`src/rtl/stoch_pkg.sv`:
```
// rtl/stoch_pkg.sv - shared types and width helpers for the stochastic decoder
package stoch_pkg;

    typedef enum logic {
        IDLE  = 1'b0,
        ACCUM = 1'b1
    } state_e;

    function automatic int cnt_width(input int window);
        return $clog2(window + 1);
    endfunction

    function automatic int out_width(input int window);
        return $clog2(window + 1) + 1;
    endfunction

    localparam int DEFAULT_WINDOW = 256;

    typedef logic signed [out_width(DEFAULT_WINDOW)-1:0] stoch_word_t;

endpackage

```
`src/rtl/stoch_signed_updown.sv`:
```
// rtl/stoch_signed_updown.sv - signed up/down accumulator for one bitstream pair
module stoch_signed_updown
    import stoch_pkg::*;
#(
    parameter int W = 10
) (
    input  logic                clk,
    input  logic                rst,
    input  logic                clear,
    input  logic                load,
    input  logic                en,
    input  logic                p,
    input  logic                m,
    output logic signed [W-1:0] sum
);

    logic signed [W-1:0] acc_q, acc_d;
    logic signed [W-1:0] delta;

    always_comb begin
        delta = '0;
        if (p && !m) begin
            delta = W'(1);
        end else if (!p && m) begin
            delta = {W{1'b1}};
        end
    end

    // load restarts the window, keeping this cycle's sample if it is valid
    always_comb begin
        acc_d = acc_q;
        if (clear) begin
            acc_d = '0;
        end else if (load) begin
            acc_d = en ? delta : '0;
        end else if (en) begin
            acc_d = acc_q + delta;
        end
    end

    always_ff @(posedge clk) begin
        if (rst) begin
            acc_q <= '0;
        end else begin
            acc_q <= acc_d;
        end
    end

    assign sum = acc_d;

endmodule

```
`src/rtl/stoch_signed_decoder.sv`:
```
// rtl/stoch_signed_decoder.sv - windowed p-m count decoder; STOCH_DEC_CONTINUOUS_EN selects free-running windows
module stoch_signed_decoder
    import stoch_pkg::*;
#(
    parameter  int CHANNELS = 3,
    parameter  int WINDOW   = 256,
    localparam int CNT_W    = cnt_width(WINDOW),
    localparam int OUT_W    = out_width(WINDOW)
) (
    input  logic                                   CLK,
    input  logic                                   RST,
    input  logic                                   start,
    input  logic                                   in_valid,
    input  logic [CHANNELS-1:0]                    x_p,
    input  logic [CHANNELS-1:0]                    x_m,
    output logic signed [CHANNELS-1:0][OUT_W-1:0]  y,
    output logic                                   y_valid,
    output logic                                   busy
);

    state_e                               state_q, state_d;
    logic [CNT_W-1:0]                     cnt_q, cnt_d;
    logic signed [CHANNELS-1:0][OUT_W-1:0] y_q, y_d;
    logic                                 y_valid_q;
    logic                                 take, last, start_acc, load;
    logic signed [OUT_W-1:0]              acc_next [CHANNELS];

    assign start_acc = (state_q == IDLE) && start;
    assign take      = (state_q == ACCUM) && in_valid;
    assign last      = take && (cnt_q == CNT_W'(WINDOW - 1));

`ifdef STOCH_DEC_CONTINUOUS_EN
    assign load = y_valid_q && (state_q == ACCUM);
`else
    assign load = 1'b0;
`endif

    always_ff @(posedge CLK) begin
        if (RST) begin
            state_q <= IDLE;
        end else begin
            state_q <= state_d;
        end
    end

    always_comb begin
        state_d = state_q;
        case (state_q)
            IDLE: begin
                if (start) begin
                    state_d = ACCUM;
                end
            end
            ACCUM: begin
`ifndef STOCH_DEC_CONTINUOUS_EN
                if (last) begin
                    state_d = IDLE;
                end
`endif
            end
            default: state_d = IDLE;
        endcase
    end

    always_comb begin
        busy = (state_q == ACCUM);
    end

    always_comb begin
        cnt_d = cnt_q;
        if (start_acc || last) begin
            cnt_d = '0;
        end else if (take) begin
            cnt_d = cnt_q + CNT_W'(1);
        end
    end

    always_comb begin
        y_d = y_q;
        for (int c = 0; c < CHANNELS; c++) begin
            if (last) begin
                y_d[c] = acc_next[c];
            end
        end
    end

    always_ff @(posedge CLK) begin
        if (RST) begin
            cnt_q     <= '0;
            y_q       <= '0;
            y_valid_q <= 1'b0;
        end else begin
            cnt_q     <= cnt_d;
            y_q       <= y_d;
            y_valid_q <= last;
        end
    end

    for (genvar c = 0; c < CHANNELS; c++) begin : g_ch
        stoch_signed_updown #(.W(OUT_W)) u_acc (
            .clk   (CLK),
            .rst   (RST),
            .clear (start_acc),
            .load  (load),
            .en    (take),
            .p     (x_p[c]),
            .m     (x_m[c]),
            .sum   (acc_next[c])
        );
    end

    assign y       = y_q;
    assign y_valid = y_valid_q;

endmodule

```
`config.mk`:
```
export PLATFORM = sky130hd
export DESIGN_NAME = stoch_signed_decoder
export DESIGN_NICKNAME = d
export VERILOG_FILES = /design/src/rtl/stoch_pkg.sv /design/src/rtl/stoch_signed_updown.sv /design/src/rtl/stoch_signed_decoder.sv
export SDC_FILE = /design/constraint.sdc
export NUM_CORES = 1
export LEC_CHECK = 0
export BUFFER_PORTS_ARGS = -buffer_cell sky130_fd_sc_hd__clkbuf_2
export CORE_ASPECT_RATIO = 1.25
export CORE_MARGIN = 2
export CORE_UTILIZATION = 45
export DETAILED_ROUTE_END_ITERATION = 16
export GPL_ROUTABILITY_DRIVEN = 1
export PLACE_DENSITY = 0.71
export REMOVE_ABC_BUFFERS = 1
export SYNTH_ARGS = -nofsm -noshare
export SYNTH_HDL_FRONTEND = slang
export SYNTH_HIERARCHICAL = 1
export SYNTH_SLANG_ARGS = --single-unit
```
`constraint.sdc`:
```
create_clock -name CLK -period 3.2 [get_ports CLK]
set_input_delay 0.64 -clock CLK [delete_from_list [all_inputs] [get_ports CLK]]
set_output_delay 0.64 -clock CLK [all_outputs]
set_load 0.01 [all_outputs]
```
==> metrics.cfg, run 1 <==
[status]
status = completed

[grt]
grt.overflow.total = 0
grtUsageTotal_pct = 20.8
grt_start_max_net_pins = 32
grt_pass1_wl_um = 19400
grt_pass1_vias = 4150
antenna_found_initial = 0

[placement]
gp_congestion = 0.870
place_ws_ns = -0.00164
port_buffers = 41
postPlaceCellArea_sq_um = 5080
dp_hpwl_um = 7860

[sta]
fin_hold_ws_ns = 0.479
setup_viol = 0
period_minus_slack_ns = 2.87
finalCritPeriodShare_pct = 89.8
max_freq_ghz = 0.348
hold_viol_final = 0
slew_headroom_pct = 38.7
setup_slack_ns = 0.327
rsz0062_at_grt = false
worstMarginPinSlew_ns = 0.917
drv_slew = 0
finClkSkew_ns = 0.00642

[clock_network]
cts_setup_buffers = 0
cts_resized = 0
h-tree-depth = 3
clock-sinks = 71
insertion_delay_ns = 0.35
cts_hold_buf = 0
cts_max_path_buffers = 2
path_clk_slew_ns = 0.06
tritoncts = yes
numCtsBuffers = 9
root_buffer = clkbuf_16

[logic_synthesis]
syn_avg_cell_area_sq_um = 8.19
ys.warnings.count = 6
ys.flop_type = dfxtp_1
netlist_instances = 588
synth_seq_cells = 71
synth-async-reset-ratio_pct = 0
ys_seq_area_share_pct = 29.5
synth_edf_count = 0
netlist_area_sq_um = 4820
synth_cell_type_count = 55

[final_layout]
finalNetCount = 650
drive_gt1_share_pct = 15.7
multi_input_area_sq_um = 3040
register_area_sq_um = 1420
stdcell_area_sq_um = 5440
syn2layout_area_growth_pct = 12.9
n_antenna_cell = 0
n_fill_cell = 1008

[power]
irDropWorstVdd_v = 0.000253
p_leak_nw = 2.18
power_mw = 2.46
power.density_nw_per_um2 = 453

[worst_setup_path]
slowest_stage = or4_1
r2r-start = g_ch[0].u_acc/acc_q[1]
criticalPathCategory = primary input to flop
crit_end = y[18]
arrival_ns = 3.16
critPathRequiredTime_ns = 3.49
cp-start-kind = primary input
cp_cell_sequence = clkbuf_2 > inv_1 > ha_1 > inv_1 > ha_1 > ha_1 > inv_1 > o32ai_4 > nand2b_2 > a211oi_1 > or4_1 > and3_1 > nor2_1 > a22o_1
reg2reg_setup_slack_ns = 0.66
critPathLaunch = x_p[1]
r2r_end = y[8]
reg2regPathDepth = 10
cp_slowest_stage_delay_ns = 0.51
crit_fanout = 6
end_kind = flop

[detailed_routing]
drt_pass1_iterations = 5
wl_per_cell_um = 15.1
vias = 4422
viasPerCell = 5.80
drtIter0Drc = 210
wl_um = 11500
ant_nets = 0
drc_errors = 0

[floorplan]
io_pins = 42
dieArea_sq_um = 11600
chipHeight_um = 120
die_w_um = 96.5
start_util_pct = 45.8
coreArea_sq_um = 10500
rows = 42

[min_path]
hp-class = flop to flop

[run]
max_cap_viol_count = 0

[cells by family (layout without fill, tap and decap cells)]
family | count (synthesis) | in the layout | synth area share, %
fa+ha+maj | 14 | 14 | 3.64
xor+xnor | 26 | 26 | 4.73
simple gates | 235 | 235 | 25.4
mux | 4 | 4 | 1.14
buf+inv | 77 | 100 | 9.04
flops | 71 | 71 | 29.5
compound gates | 160 | 160 | 26.4
other cells | 1 | 21 | 0.0779
[worst max-delay path: cells and delay by family]
kind | cells | cell delay [ns]
buf+inv | 4 | 0.24
compound gates | 3 | 0.48
fa+ha+maj | 3 | 0.78
simple gates | 4 | 1.01
[registers in the layout, indices dropped and copies added, names as in the netlist]
| name | count |
|---|---|
| cnt_q | 9 |
| y | 30 |
| g_ch.u_acc/acc_q | 30 |
| busy | 1 |
| y_valid | 1 |
[synthesized netlist by cell type, types with 10 or more instances]
library cell	count	share of area, %
clkbuf_1	12	0.94
buf_2	12	1.2
a22o_1	30	5.5
buf_4	15	2.3
dfxtp_1	71	30
nor3_1	51	5.3
o31ai_1	11	1.7
nand2_1	34	2.6
nor2_1	66	5.1
a211oi_1	10	1.6
a21oi_1	23	2.4
o21ai_0	18	1.9
ha_1	14	3.6
nand3_1	10	1.0
buf_6	10	2.3
inv_1	28	2.2
xnor2_1	17	3.1
[layout make-up]
| class | count | share of cell area [%] |
|---|---|---|
| inverters | 28 | 1.93 |
| well taps | 132 | 3.04 |
| multi-input cells | 460 | 55.8 |
| repair buffers | 56 | 6.53 |
| flip-flops and latches | 71 | 26.1 |
| clock buffers | 10 | 4.39 |
| clock inverters | 6 | 2.14 |
[layout by cell type, fill, tap and decap left out, drive strengths merged, types with 10 or more instances in the layout]
cell and count:
ha 14, nand3 10, nand2 34, a21oi 24, clkbuf 51, a22o 30, dfxtp 71, a21o 12
buf 15, o21ai 18, nor3 51, nor2 66, conb 21, a211oi 10, inv 29, o31ai 11
nor2b 12, xnor2 17, nand2b 10
[stage by stage]
| stage | cells | utilization, % | TNS [ns] |
|---|---|---|---|
| after CTS | 763 | 51.7 | 0 |
| after global routing | 763 | 51.7 | 0 |
| after detailed placement | 747 | 48.4 | -0.00164 |
| after floorplan | 559 | - | -0.244 |
| final | 763 | 51.7 | 0 |
| after global placement | 747 | 48.4 | 0 |
[worst min-delay path by stage]
stage | from | cells past startpoint | slack [ns] | end
2_1_floorplan | cnt_q[7] | 2 | 0.45 | cnt_q[7]
3_3_place_gp | y[12] | 1 | 0.46 | y[12]
3_5_place_dp | y[18] | 1 | 0.47 | y[18]
4_1_cts | y[3] | 1 | 0.48 | y[3]
5_1_grt | y[18] | 1 | 0.50 | y[18]
6_report | y[9] | 1 | 0.48 | y[9]
[layer usage]
metal  GRT usage [%]  wire [um]  vias to the layer above
met3            3.08        453                       19
met4            7.83        223                        0
li1                -          -                     2214
met2            35.9       5810                       85
met5               0          0                        -
met1            25.8       5030                     2104
[power breakdown]
part / switching [mW] / total [mW] / leakage [nW] / internal (mW)
combinational: 0.188 / 0.313 / 1.43 / 0.125
sequential: 0.0421 / 0.945 / 0.576 / 0.903
clock: 0.417 / 1.21 / 0.173 / 0.788
(Power assumes the default switching activity.)
==> run 2: changes to the inputs <==
==> constraint.sdc (replaced) <==
create_clock -name CLK -period 3.2 [get_ports CLK]
set_input_delay 0.16 -clock CLK [delete_from_list [all_inputs] [get_ports CLK]]
set_output_delay 0.16 -clock CLK [all_outputs]
set_load 0.01 [all_outputs]
==> run 2 against run 1 <==
Compared with the run above:
- clock skew shrank 0.00092 ns
- non-clock buffer count shrank 6
- worst hold slack lost 0.44 ns
- sequential share of layout area grew 0.46 points
- clock power shrank 8%
- utilization shrank 0.89 points
- total power shrank 4.0%
- count of clock-buffer cells in the layout is the same
- routed wire length is essentially flat
- critical endpoint is now y[28]
==> metrics.cfg, run 2 (same netlist as run 1, synthesis figures left out) <==
[sta]
fin_setup_tns_ns = 0  ; unchanged
finClkSkew_ns = 0.00551  ; -0.000919 ns
drv_slew = 0  ; unchanged
hold_viol_final = 0  ; unchanged
slew_headroom_pct = 55.4  ; +17 points
fin_hold_ws_ns = 0.0433  ; -0.436 ns
finalCritPeriodShare_pct = 79.6  ; -10 points
period_minus_slack_ns = 2.55  ; -0.325 ns
worstMarginPinSlew_ns = 0.670  ; -0.248 ns
setup_viol = 0  ; unchanged
max_freq_ghz = 0.392  ; +13%
rsz0062_at_grt = false

[clock_network]
cts_max_path_buffers = 2  ; unchanged
h-tree-depth = 3  ; unchanged
cts_resized = 0  ; unchanged
cts_setup_buffers = 0  ; unchanged
clock-sinks = 71  ; unchanged
insertion_delay_ns = 0.34  ; about the same
path_clk_slew_ns = 0.06  ; about the same
numCtsBuffers = 9  ; unchanged
cts_hold_buf = 0  ; unchanged
tritoncts = yes
root_buffer = clkbuf_16

[worst_setup_path]
reg2regPathDepth = 10  ; unchanged
criticalPathCategory = flop to flop
crit_fanout = 11  ; +5
cp-start-kind = flop
arrival_ns = 2.84  ; -0.32 ns
end_kind = flop
critPathRequiredTime_ns = 3.49  ; about the same

[final_layout]
final_cell_mix = dfxtp_1, nor2_1, nor3_1, clkbuf_2, nand2_1
mostFrequentLayoutCell = dfxtp_1
syn2layout_area_growth_pct = 11.0
register_area_sq_um = 1420  ; unchanged
finalNetCount = 644  ; -0.92%
drive_gt1_share_pct = 14.9  ; -0.81 points
n_antenna_cell = 0  ; unchanged
n_fill_cell = 1022  ; +1.4%
multi_input_area_sq_um = 3040  ; unchanged

[grt]
grt_pass1_wl_um = 19600  ; +1.3%
grt_start_max_net_pins = 27  ; -16%
antenna_found_initial = 0  ; unchanged
grt_pass1_vias = 4312  ; +3.9%
grtUsageTotal_pct = 21.1  ; +0.33 points
grt.overflow.total = 0  ; unchanged

[power]
power.density_nw_per_um2 = 443  ; -2.3%
intPower_mw = 1.73  ; -4.9%
power_frac_seq_pct = 39.9  ; +1.5 points
p_sw_mw = 0.637  ; -1.5%
power_frac_comb_pct = 12.9  ; +0.2 points
p_leak_nw = 2.12  ; -2.7%
clock_power_share_pct = 47.1  ; -1.8 points
netSwitchingFraction_pct = 26.9  ; +0.68 points
irDropWorstVdd_v = 0.000233  ; -8.1%

[detailed_routing]
vias = 4465  ; +0.97%
drtIter0Drc = 193  ; -8.1%
drc_errors = 0  ; unchanged
wl_per_cell_um = 15.2  ; +0.76%
ant_nets = 0  ; unchanged
drt_pass1_iterations = 5  ; unchanged
wl_um = 11500  ; about the same
viasPerCell = 5.90  ; +1.8%

[floorplan]
coreArea_sq_um = 10500  ; unchanged
start_util_pct = 45.8  ; unchanged
rows = 42  ; unchanged
chipHeight_um = 120  ; unchanged
io_pins = 42  ; unchanged
dieArea_sq_um = 11600  ; unchanged
die_w_um = 96.5  ; unchanged

[placement]
gp_congestion = 0.892  ; +2.6%
dp_hpwl_um = 7830  ; -0.38%
port_buffers = 41  ; unchanged

[status]
status = completed

[min_path]
hp-class = primary input to flop
hold_depth = 2  ; +1

[run]
max_cap_viol_count = 0  ; unchanged

==> run 2: critical path: stages, from the launching register on <==
cell	delay (ns)
dfxtp_1	0.56
xor2_1	0.19
ha_1	0.23
inv_1	0.08
o32ai_4	0.26
nand2b_2	0.18
a211oi_1	0.09
or4_1	0.50
and3_1	0.19
nor2_1	0.09
a22o_1	0.13
==> run 2: area by class of cell <==
class	instances	share of cell area [%]
timing repair buffer	50	5.34
clock buffer	10	4.47
tap	132	3.09
sequential	71	26.6
multi-input combinational	460	56.8
inverter	28	1.97
clock inverter	6	1.73
==> run 2: per-stage QoR <==
step           cell area, sq um  total power [mW]  instances  worst slack [ns]  utilization [%]
4_1_cts                    5350              2.39        757             0.675             50.9
3_3_place_gp               5010              1.25        741             0.499             47.7
3_5_place_dp               5010              1.26        741             0.442             47.7
2_1_floorplan              4560              1.18        559             0.399                -
5_1_grt                    5350              2.47        757             0.464             50.9
6_report                   5350              2.37        757             0.652             50.9
==> run 2: power by group through the flow <==
stage / Clock (mW) / Combinational (mW) / Sequential [mW]
global route: 1.17 / 0.344 / 0.949
global placement: 0 / 0.290 / 0.961
floorplan: 0 / 0.227 / 0.953
detailed placement: 0 / 0.297 / 0.963
finish: 1.11 / 0.306 / 0.945
CTS: 1.14 / 0.300 / 0.943
==> run 2: routing by layer <==
metal  up-vias  GRT usage [%]  part of all wire (%)
met5         -              0                     0
met3        30           4.02                   4.4
met1      2096           26.7                    45
met4         0           8.36                   2.8
li1       2211              -                     -
met2       128           35.0                    48
==> run 2: path summary, 6_finish.rpt <==
kind / start / endpoint / slack (ns)
hold reg to reg: y[14] / y[14] / 0.47
setup / recovery: g_ch[2].u_acc/acc_q[1] / y[28] / 0.65
hold / removal: start / busy / 0.04
setup reg to reg: g_ch[2].u_acc/acc_q[1] / y[28] / 0.65
==> run 3: changes to the inputs <==
PLACE_DENSITY = 0.69   (was 0.71)
clock period = 2.4 ns   (was 3.2 ns; I/O delays follow)
==> run 3 against run 2 <==
Compared with the run above:
- via count up 3.4%
- die area unchanged
- total power up 35%
- sequential power up 32%
- sequential share of layout area down 1.9 points
- first-iteration DRC count up 1.6%
- critical path depth up 3
- final cell count up 4.8%
- count of clock-buffer cells in the layout up 1
- global-route usage up 0.79 points
==> metrics.cfg, run 3 (same netlist as run 1, synthesis figures left out) <==
[worst_setup_path]
r2r-start = g_ch[2].u_acc/acc_q[0]
crit_fanout = 3  ; -8
cp_slowest_stage_delay_ns = 0.39  ; -0.17 ns
critPathRequiredTime_ns = 2.63  ; -0.86 ns
slowest_stage = or3b_4
reg2reg_setup_slack_ns = 0.10  ; -0.55 ns
cp_top_family = compound AO/OA/AOI/OAI gates
reg2regPathDepth = 9  ; -1
criticalPathCategory = primary input to flop
cp_cell_sequence = clkbuf_2 > inv_1 > ha_1 > inv_1 > ha_4 > or3b_4 > a21o_2 > a211o_1 > a31oi_2 > xor2_1 > nor2_1 > nor2_1 > a22o_1
r2r_end = y[25]
end_kind = flop
crit_buf_inv = 3  ; +2
cp-start-kind = primary input
arrival_ns = 2.55  ; -0.29 ns

[sta]
drv_slew = 0  ; unchanged
setup_viol = 0  ; unchanged
finClkSkew_ns = 0.0114  ; +0.00590 ns
setup_slack_ns = 0.0849  ; -0.567 ns
period_minus_slack_ns = 2.32
max_freq_ghz = 0.432
finalCritPeriodShare_pct = 96.5
slew_headroom_pct = 65.2  ; +9.9 points
worstMarginPinSlew_ns = 0.522  ; -0.148 ns
hold_viol_final = 0  ; unchanged

[grt]
met2_usage_pct = 36.3  ; +1.3 points
met1_usage_pct = 27.7  ; +0.97 points
grt_start_max_net_pins = 42  ; +56%
grt_pass1_wl_um = 20300  ; +3.4%
grtUsageTotal_pct = 21.9  ; +0.79 points
met3_usage_pct = 4.33  ; +0.31 points
antenna_found_initial = 0  ; unchanged
grt.overflow.total = 0  ; unchanged
gr-max-usage-layer = met2
grt_pass1_vias = 4346  ; +0.79%

[final_layout]
syn2layout_area_growth_pct = 20.1
finalNetCount = 680  ; +5.6%
register_area_sq_um = 1430  ; +0.53%
multi_input_area_sq_um = 3180  ; +4.6%
drive_gt1_share_pct = 22.8  ; +8.0 points
n_antenna_cell = 0  ; unchanged
mostFrequentLayoutCell = dfxtp_1
stdcell_area_sq_um = 5780  ; +8.2%
n_fill_cell = 1002  ; -2.0%
stdcell_count = 793  ; +4.8%
utilization_pct = 55.0  ; +4.2 points
final_cell_mix = dfxtp_1, nor2_1, nor3_1, buf_4, clkbuf_2

[clock_network]
insertion_delay_ns = 0.34  ; about the same
cts_max_path_buffers = 2  ; unchanged
clock-sinks = 71  ; unchanged
cts_setup_buffers = 0  ; unchanged
numCtsBuffers = 9  ; unchanged
tritoncts = yes
h-tree-depth = 3  ; unchanged
path_clk_slew_ns = 0.06  ; about the same
root_buffer = clkbuf_16

[floorplan]
dieArea_sq_um = 11600  ; unchanged
chipHeight_um = 120  ; unchanged
rows = 42  ; unchanged
coreArea_sq_um = 10500  ; unchanged
io_pins = 42  ; unchanged
start_util_pct = 45.8  ; unchanged
die_w_um = 96.5  ; unchanged

[status]
status = completed

[detailed_routing]
viasPerCell = 5.82  ; -1.3%
wl_um = 12500  ; +8.6%
ant_nets = 0  ; unchanged
wl_per_cell_um = 15.8  ; +3.6%
vias = 4615  ; +3.4%
drtIter0Drc = 196  ; +1.6%
drt_pass1_iterations = 4  ; -1
drc_errors = 0  ; unchanged

[placement]
place_ws_ns = -0.301  ; -0.743 ns
postPlaceCellArea_sq_um = 5300  ; +5.7%
dp_hpwl_um = 8570  ; +9.5%
gp_congestion = 0.912  ; +2.2%
port_buffers = 41  ; unchanged
dp_cells = 776  ; +4.7%

[power]
irDropWorstVdd_v = 0.000272  ; +17%
p_leak_nw = 2.33  ; +9.7%
power.density_nw_per_um2 = 554  ; +25%

[run]
max_cap_viol_count = 0  ; unchanged

[min_path]
hp-class = primary input to flop
hold-path-endpoint = cnt_q[2]
hold_depth = 4  ; +2
min_from = in_valid

-- run 3: changes by cell type in the layout (fill, tap and decap cells not counted), moves of 3 or more --
cell	before	now
buf_4	8	41
ha_1	14	8
nand2b_2	3	0
dfxtp_2	0	6
ha_4	0	5
nand2b_4	3	6
dfxtp_1	71	65
-- run 3: how the worst max path moves through the flow --
stage	from	to	slack, ns	depth (start not counted)
final	x_p[2]	y[25]	0.08	13
after global routing	x_p[2]	y[25]	-0.00006	13
after CTS	g_ch[2].u_acc/acc_q[0]	y[28]	0.01	10
after detailed placement	x_p[2]	y[28]	-0.30	14
after global placement	x_p[2]	y[28]	-0.24	14
after floorplan	x_p[1]	y[18]	-0.36	12
-- run 3: metal layers --
layer	up-vias	routed length (um)
li1	2271	-
met1	2215	5470
met2	103	6260
met3	26	466
met4	0	299
met5	-	0
-- run 3: through the flow --
stage	total power, mW	hold slack (ns)	setup TNS (ns)
3_3_place_gp	1.71	0.352	-1.76
2_1_floorplan	1.57	0.193	-2.43
6_report	3.20	0.188	0
4_1_cts	3.18	0.193	0
5_1_grt	3.32	0.243	-0.0000633
3_5_place_dp	1.72	0.353	-2.96
-- run 3: report_power, final --
group | internal, mW | switching (mW)
clock network | 0.939 | 0.529
registers | 1.21 | 0.0447
logic | 0.200 | 0.287
-- run 3: area by class of cell --
| class | count | area share (%) |
|---|---|---|
| Multi-Input combinational cell | 460 | 54.9 |
| Sequential cell | 71 | 24.7 |
| Timing Repair Buffer | 86 | 10.1 |
| Clock buffer | 11 | 4.20 |
| Tap cell | 132 | 2.86 |
| Inverter | 28 | 1.82 |
| Clock inverter | 5 | 1.41 |
-- run 3: repair_timing --
| action | in CTS | in global routing |
|---|---|---|
| hold endpoints to repair | 1 | 0 |
| resized for setup | 1 | 31 |
| hold buffers | 1 | 0 |
| endpoints found under the setup margin | 1 | 11 |
| pin swaps | 0 | 7 |
-- run 3: worst reg2reg max path, cell delays in order (launching register included) --
cell and delay (ns):
dfxtp_2 0.35, ha_4 0.16, or3b_4 0.39, a21o_2 0.23, a211o_1 0.29, a31oi_2 0.21
xor2_1 0.10, nor2_1 0.19, nor2_1 0.06, a22o_1 0.21
